## config.mk

```make
export PLATFORM = sky130hd
export DESIGN_NAME = scoreboard_scan_ctrl
export DESIGN_NICKNAME = d
export VERILOG_FILES = /design/src/rtl/scoreboard_scan_ctrl.sv
export SDC_FILE = /design/constraint.sdc
export NUM_CORES = 1
export LEC_CHECK = 0
export BUFFER_PORTS_ARGS = -buffer_cell sky130_fd_sc_hd__clkbuf_2
export CAP_MARGIN = 20
export CORE_MARGIN = 8
export CORE_UTILIZATION = 50
export CTS_BUF_LIST = sky130_fd_sc_hd__clkbuf_2 sky130_fd_sc_hd__clkbuf_4 sky130_fd_sc_hd__clkbuf_8
export DETAILED_ROUTE_END_ITERATION = 6
export PLACE_DENSITY_LB_ADDON = 0.2
export SLEW_MARGIN = 10
export SYNTH_ARGS = -nofsm -noshare
export SYNTH_HDL_FRONTEND = slang
export SYNTH_SLANG_ARGS = --single-unit
```

## constraint.sdc

```tcl
create_clock -name clk -period 2.65 [get_ports clk]
set_clock_uncertainty 0.2 [all_clocks]
set_input_delay 0.53 -clock clk [delete_from_list [all_inputs] [get_ports clk]]
set_output_delay 0.53 -clock clk [all_outputs]
set_load 0.02 [all_outputs]
```

## src/rtl/scoreboard_scan_ctrl.sv

```systemverilog
// Digit-scan sequencer: one-hot digit select, phased anode enables and a double-buffered BCD score.
// Optional leading-zero blanking is enabled by defining SCAN_LZB_EN.
module scoreboard_scan_ctrl #(
  parameter int PRESCALE     = 50000,
  parameter int BLANK_CYCLES = 16
) (
  input  logic        clk,
  input  logic        rst,
  input  logic [15:0] score_in,
  input  logic        load,
  output logic [3:0]  code,
  output logic [3:0]  an,
  output logic [3:0]  digit_bcd,
  output logic        digit_blank,
  output logic        frame_start,
  output logic        pending
);

  localparam int CNT_W = (PRESCALE > 1) ? $clog2(PRESCALE) : 1;
  localparam logic [CNT_W-1:0] CNT_MAX   = CNT_W'(PRESCALE - 1);
  localparam logic [CNT_W-1:0] BLANK_LIM = CNT_W'(BLANK_CYCLES);

  logic [CNT_W-1:0] cnt_q, cnt_d;
  logic [3:0]       code_q, code_d;
  logic [15:0]      active_q, active_d;
  logic [15:0]      shadow_q, shadow_d;
  logic             pending_q, pending_d;
  logic             frame_start_q, frame_start_d;
  logic             slot_wrap;
  logic             frame_wrap;

  always_comb begin
    slot_wrap     = (cnt_q == CNT_MAX);
    frame_wrap    = slot_wrap && code_q[3];
    cnt_d         = slot_wrap ? '0 : cnt_q + CNT_W'(1);
    code_d        = slot_wrap ? {code_q[2:0], code_q[3]} : code_q;
    active_d      = active_q;
    shadow_d      = shadow_q;
    pending_d     = pending_q;
    frame_start_d = frame_wrap;

    if (frame_wrap && pending_q) begin
      active_d  = shadow_q;
      pending_d = 1'b0;
    end
    // A load landing on the transfer edge is the next score, so it re-arms pending.
    if (load) begin
      shadow_d  = score_in;
      pending_d = 1'b1;
    end
  end

  always_ff @(posedge clk) begin
    if (rst) begin
      cnt_q         <= '0;
      code_q        <= 4'b0001;
      active_q      <= '0;
      shadow_q      <= '0;
      pending_q     <= 1'b0;
      frame_start_q <= 1'b0;
    end else begin
      cnt_q         <= cnt_d;
      code_q        <= code_d;
      active_q      <= active_d;
      shadow_q      <= shadow_d;
      pending_q     <= pending_d;
      frame_start_q <= frame_start_d;
    end
  end

  assign code        = code_q;
  assign pending     = pending_q;
  assign frame_start = frame_start_q;
  assign an          = (cnt_q < BLANK_LIM) ? 4'b1111 : ~code_q;

  assign digit_bcd = ({4{code_q[0]}} & active_q[3:0])
                   | ({4{code_q[1]}} & active_q[7:4])
                   | ({4{code_q[2]}} & active_q[11:8])
                   | ({4{code_q[3]}} & active_q[15:12]);

`ifdef SCAN_LZB_EN
  logic [3:0] lead_zero;

  // Slot i is a leading zero when it and every higher nibble are zero; slot 0 always shows.
  always_comb begin
    lead_zero    = 4'b0000;
    lead_zero[3] = (active_q[15:12] == 4'd0);
    lead_zero[2] = lead_zero[3] && (active_q[11:8] == 4'd0);
    lead_zero[1] = lead_zero[2] && (active_q[7:4] == 4'd0);
  end

  assign digit_blank = |(code_q & lead_zero);
`else
  assign digit_blank = 1'b0;
`endif

endmodule

```

[Word level (Yosys, flattened, before mapping)]
Cells that the tools add are included.
Cells by class
  add/sub/neg operators: 1
  magnitude comparators: 1
  eq/ne operators: 1
  muxes and demuxes: 3
  bitwise operators: 8
  reduce and logical (&&, ||, !) cells: 4
Operators by type and width (count)
  $add 16x1->16 const B: 1
  $and 4x4->4: 4
  $eq 16x16->1 const B: 1
  $lt 16x5->1 const B: 1
  $or 4x4->4: 3
  $mux 4: 1
  $not 4->4: 1
  $logic_and 1x1->1: 2
  $mux 1: 2
  $reduce_bool 2->1: 1
  $reduce_or 2->1: 1
Word-level totals
  register bits: 54
  output and inout port bits: 15

[Depth between registers and ports, before layout]
  depth in word-level cells: 5
  depth in mapped cells: 7

[Worst setup path before layout]
Ideal clock, no wire load.
  kind: flip-flop to output port
  start point: reg cnt_q[12]
  end point: out an[0]
  arrival: 1622 ps
  path slack: 298 ps
  cell stages (with the launch flop): 4
  path buffers: 0
  cell sequence: dfxtp_1 or4_4 or4_1 nand2_1
Between the ends
  word-level cells in the longest chain between the ends: 2
RTL lines
  from (decl): line 23  | logic [CNT_W-1:0] cnt_q, cnt_d;
  from (signal assigned): line 62  | cnt_q <= cnt_d;
  $lt 16x5->1: line 74  | assign an = (cnt_q < BLANK_LIM) ? 4'b1111 : ~code_q;
  $mux 4: line 74
  to (decl): line 12  | output logic [3:0] an,
Every way passes these cells.

[Worst setup path after layout]
  start point: reg cnt_q[9]
  end point: out an[0]
The elaborated chain is that of the path after synthesis.

==> impl_metrics.toml <==
[power]
ir_worst_vdd_uv = 223.0
p_clk_share_pct = 37.6
p_leak_nw = 1.084
power_frac_comb_pct = 5.4
power.switching_w = 0.0003033
power_w = 0.001474
p_sw_share_pct = 20.57
p_seq_share_pct = 57.0
p_int_w = 0.001171
cellPowerDensity_nw_per_um2 = 546.1

[floorplanning]
fp.dieH_microns = 84.61
io_pins = 34
start_util_pct = 50.84
dieArea_sq_um = 7158
die_w_microns = 84.61
rows = 25
coreArea_sq_um = 4629

[yosys]
async_reset_ff_share_pct = 0
ys_seq_elements = 54
yosysSeqAreaShare_pct = 45.93
yosys.cell_types.count = 30
synth_ff_type = "dfxtp_1"
synth_edf_count = 0
yosys-top-cells-count = "dfxtp_1 (54), nor2_1 (36), mux2i_1 (35)"
synth_nets = 266
synth_area_leaders = "dfxtp_1 (46%), mux2i_1 (15%), nand2b_1 (8.5%), nor2_1 (5.7%), xor2_1 (3.0%)"
synth_cells = 246
syn_avg_cell_area_sq_um = 9.567
mappedNetlistArea_sq_um = 2354
synth_top_cell_area_share_pct = 45.93
ys_warn_count = 0
yosysMostFrequentCell = "dfxtp_1"
yosysTopAreaCell = "dfxtp_1"

[worst_hold_path]
hp-start = "score_in[14]"
min_path_type = "in -> reg"

[drt]
firstDrtPassIters = 4
drt_iter0_markers = 63
wirelength_microns = 4642
wire_per_inst_microns = 14.11
ant_nets = 0
route.detailed.drc = 0
dr_total_vias = 1726
viasPerCell = 5.246

[global_route]
grt_max_degree = 34
grt_pass1_vias = 1613
gr-total-overflow = 0
antenna_found_initial = 0
grt.total_usage_pct = 13.01
grt_pass1_wl_microns = 7590

[run_status]
status = "finished with violations"
violations = "negative setup slack"

[timing]
finalWorstSetupSlack_ns = -0.04488
post-route-min-period_ns = 2.695
drv_slew = 0
fmax_ghz = 0.3711
rsz0062_at_grt = "true"
min_period_over_period_pct = 101.7
hold_viol_final = 0
tightest_slew_ns = 0.5659
setup_viol = 4
max-slew-margin-rel_pct = 62.27

[final_layout]
syn2layout_area_growth_pct = 14.73
layoutNonFillerInstCount = 329
n_antenna_cell = 0
num-nets-final = 295
drive_gt1_share_pct = 20.36
fin_util_pct = 58.32

[worst_setup_path]
r2r-start = "cnt_q[12]"
end_kind = "output port"
cp.required_ns = 1.92
startpoint = "cnt_q[9]"
crit_type = "reg -> out"
cp-start-kind = "flop"
worstPathMaxFanout = 4
worst_ep_arrival_time_ns = 1.96
r2r_setup_slack_ns = 0.39

[placement]
place_congestion = 0.9016
dp_slack_ns = 0.1918
hpwlAfterDp_microns = 3182
dpl.cell_count = 320
port_buffers = 32

[clock_network]
clock_sinks = 54
path_clk_slew_ns = 0.09
worst_skew_pair.late_latency_ns = 0.30
ctsRootBufferMaster = "clkbuf_8"
numCtsBuffers = 5
clockBufferDepth = 2
htree_levels = 2
cts_tree = "yes"
ctsHoldBuffers = 0

[run]
cap_violations = 0
[worst max-delay path, stage by stage (launching register included)]
cell and delay, ns:
dfxtp_4 0.35, or4_1 0.52, or4_4 0.57, nand2_2 0.10
buf_8 0.12
[power by group through the flow]
stage          combinational [W]  sequential [W]  clock, W
2_1_floorplan          0.0000602        0.000859         0
3_5_place_dp           0.0000808        0.000861         0
6_report               0.0000803        0.000840  0.000554
5_1_grt                0.0000900        0.000843  0.000606
3_3_place_gp           0.0000806        0.000861         0
4_1_cts                0.0000814        0.000840  0.000574
[cells by family after synthesis]
group,Yosys count,synth area share (%)
DFF,54,45.93
buffers and inverters,19,4.625
adders and majority gates,1,0.5315
xor gates and xnor gates,14,5.210
other,1,0.1593
muxes,35,14.89
AOI/OAI and AO/OA,11,3.349
and+or+nand+nor,111,25.31
[per-stage QoR]
| stage | hold slack (ns) | cell area [sq um] | TNS [ns] |
|---|---|---|---|
| final | 0.2566 | 2700 | -0.1475 |
| after detailed placement | 0.2468 | 2510 | 0 |
| after CTS | 0.2485 | 2695 | -0.2287 |
| after global placement | 0.2485 | 2510 | 0 |
| after floorplan | 0.2260 | 2354 | 0 |
| after global routing | 0.2447 | 2700 | -0.3444 |
[cell usage in the layout, fill, tap and decap left out, types with 3 or more instances in the layout]
| cell | synthesis | final |
|---|---|---|
| clkbuf_2 | 0 | 28 |
| buf_8 | 1 | 4 |
| inv_1 | 4 | 4 |
| xor2_1 | 8 | 8 |
| nand2b_1 | 32 | 32 |
| nand3_1 | 5 | 5 |
| nand4_1 | 8 | 8 |
| a22oi_1 | 8 | 8 |
| nand2_2 | 0 | 4 |
| nand2_1 | 12 | 8 |
| dfxtp_1 | 54 | 51 |
| mux2i_1 | 35 | 35 |
| xnor2_1 | 6 | 6 |
| clkbuf_8 | 0 | 6 |
| or4_4 | 2 | 3 |
| nor2_1 | 36 | 36 |
| nor4_1 | 3 | 3 |
| buf_4 | 1 | 5 |
[layer usage]
layer	share of wire (%)	global-route usage, %	vias to the layer above	wire length, microns
li1	-	-	885	-
met2	46	20.62	35	2113
met3	6.3	4.878	6	292
met5	0	0	-	0
met4	1.1	4.854	0	53
met1	47	15.59	800	2182
[sequential cells by signal, summed over array words and instances (netlist names)]
register     count
frame_start      1
code             4
cnt_q           16
active_q        16
shadow_q        16
pending          1
[area by class of cell]
class	count	area, sq um
fill	411	1929
multi-input combinational	173	1177
sequential	54	1090
timing repair buffer	37	237.7
clock buffer	6	82.58
tap	54	67.56
clock inverter	1	30.03
inverter	4	15.01
[final timing paths]
kind	depth (start not counted)	endpoint
setup / recovery	4	an[0]
hold / removal	3	shadow_q[14]
setup reg to reg	5	active_q[1]
hold reg to reg	1	cnt_q[0]
[what timing repair did]
item	in CTS	in global routing
pin swaps	5	0
setup buffers	2	0
setup endpoints to repair	4	4
endpoints found under the hold margin	0	0
gates resized for setup	18	4
No activity file was read; power rests on OpenSTA's default activity.
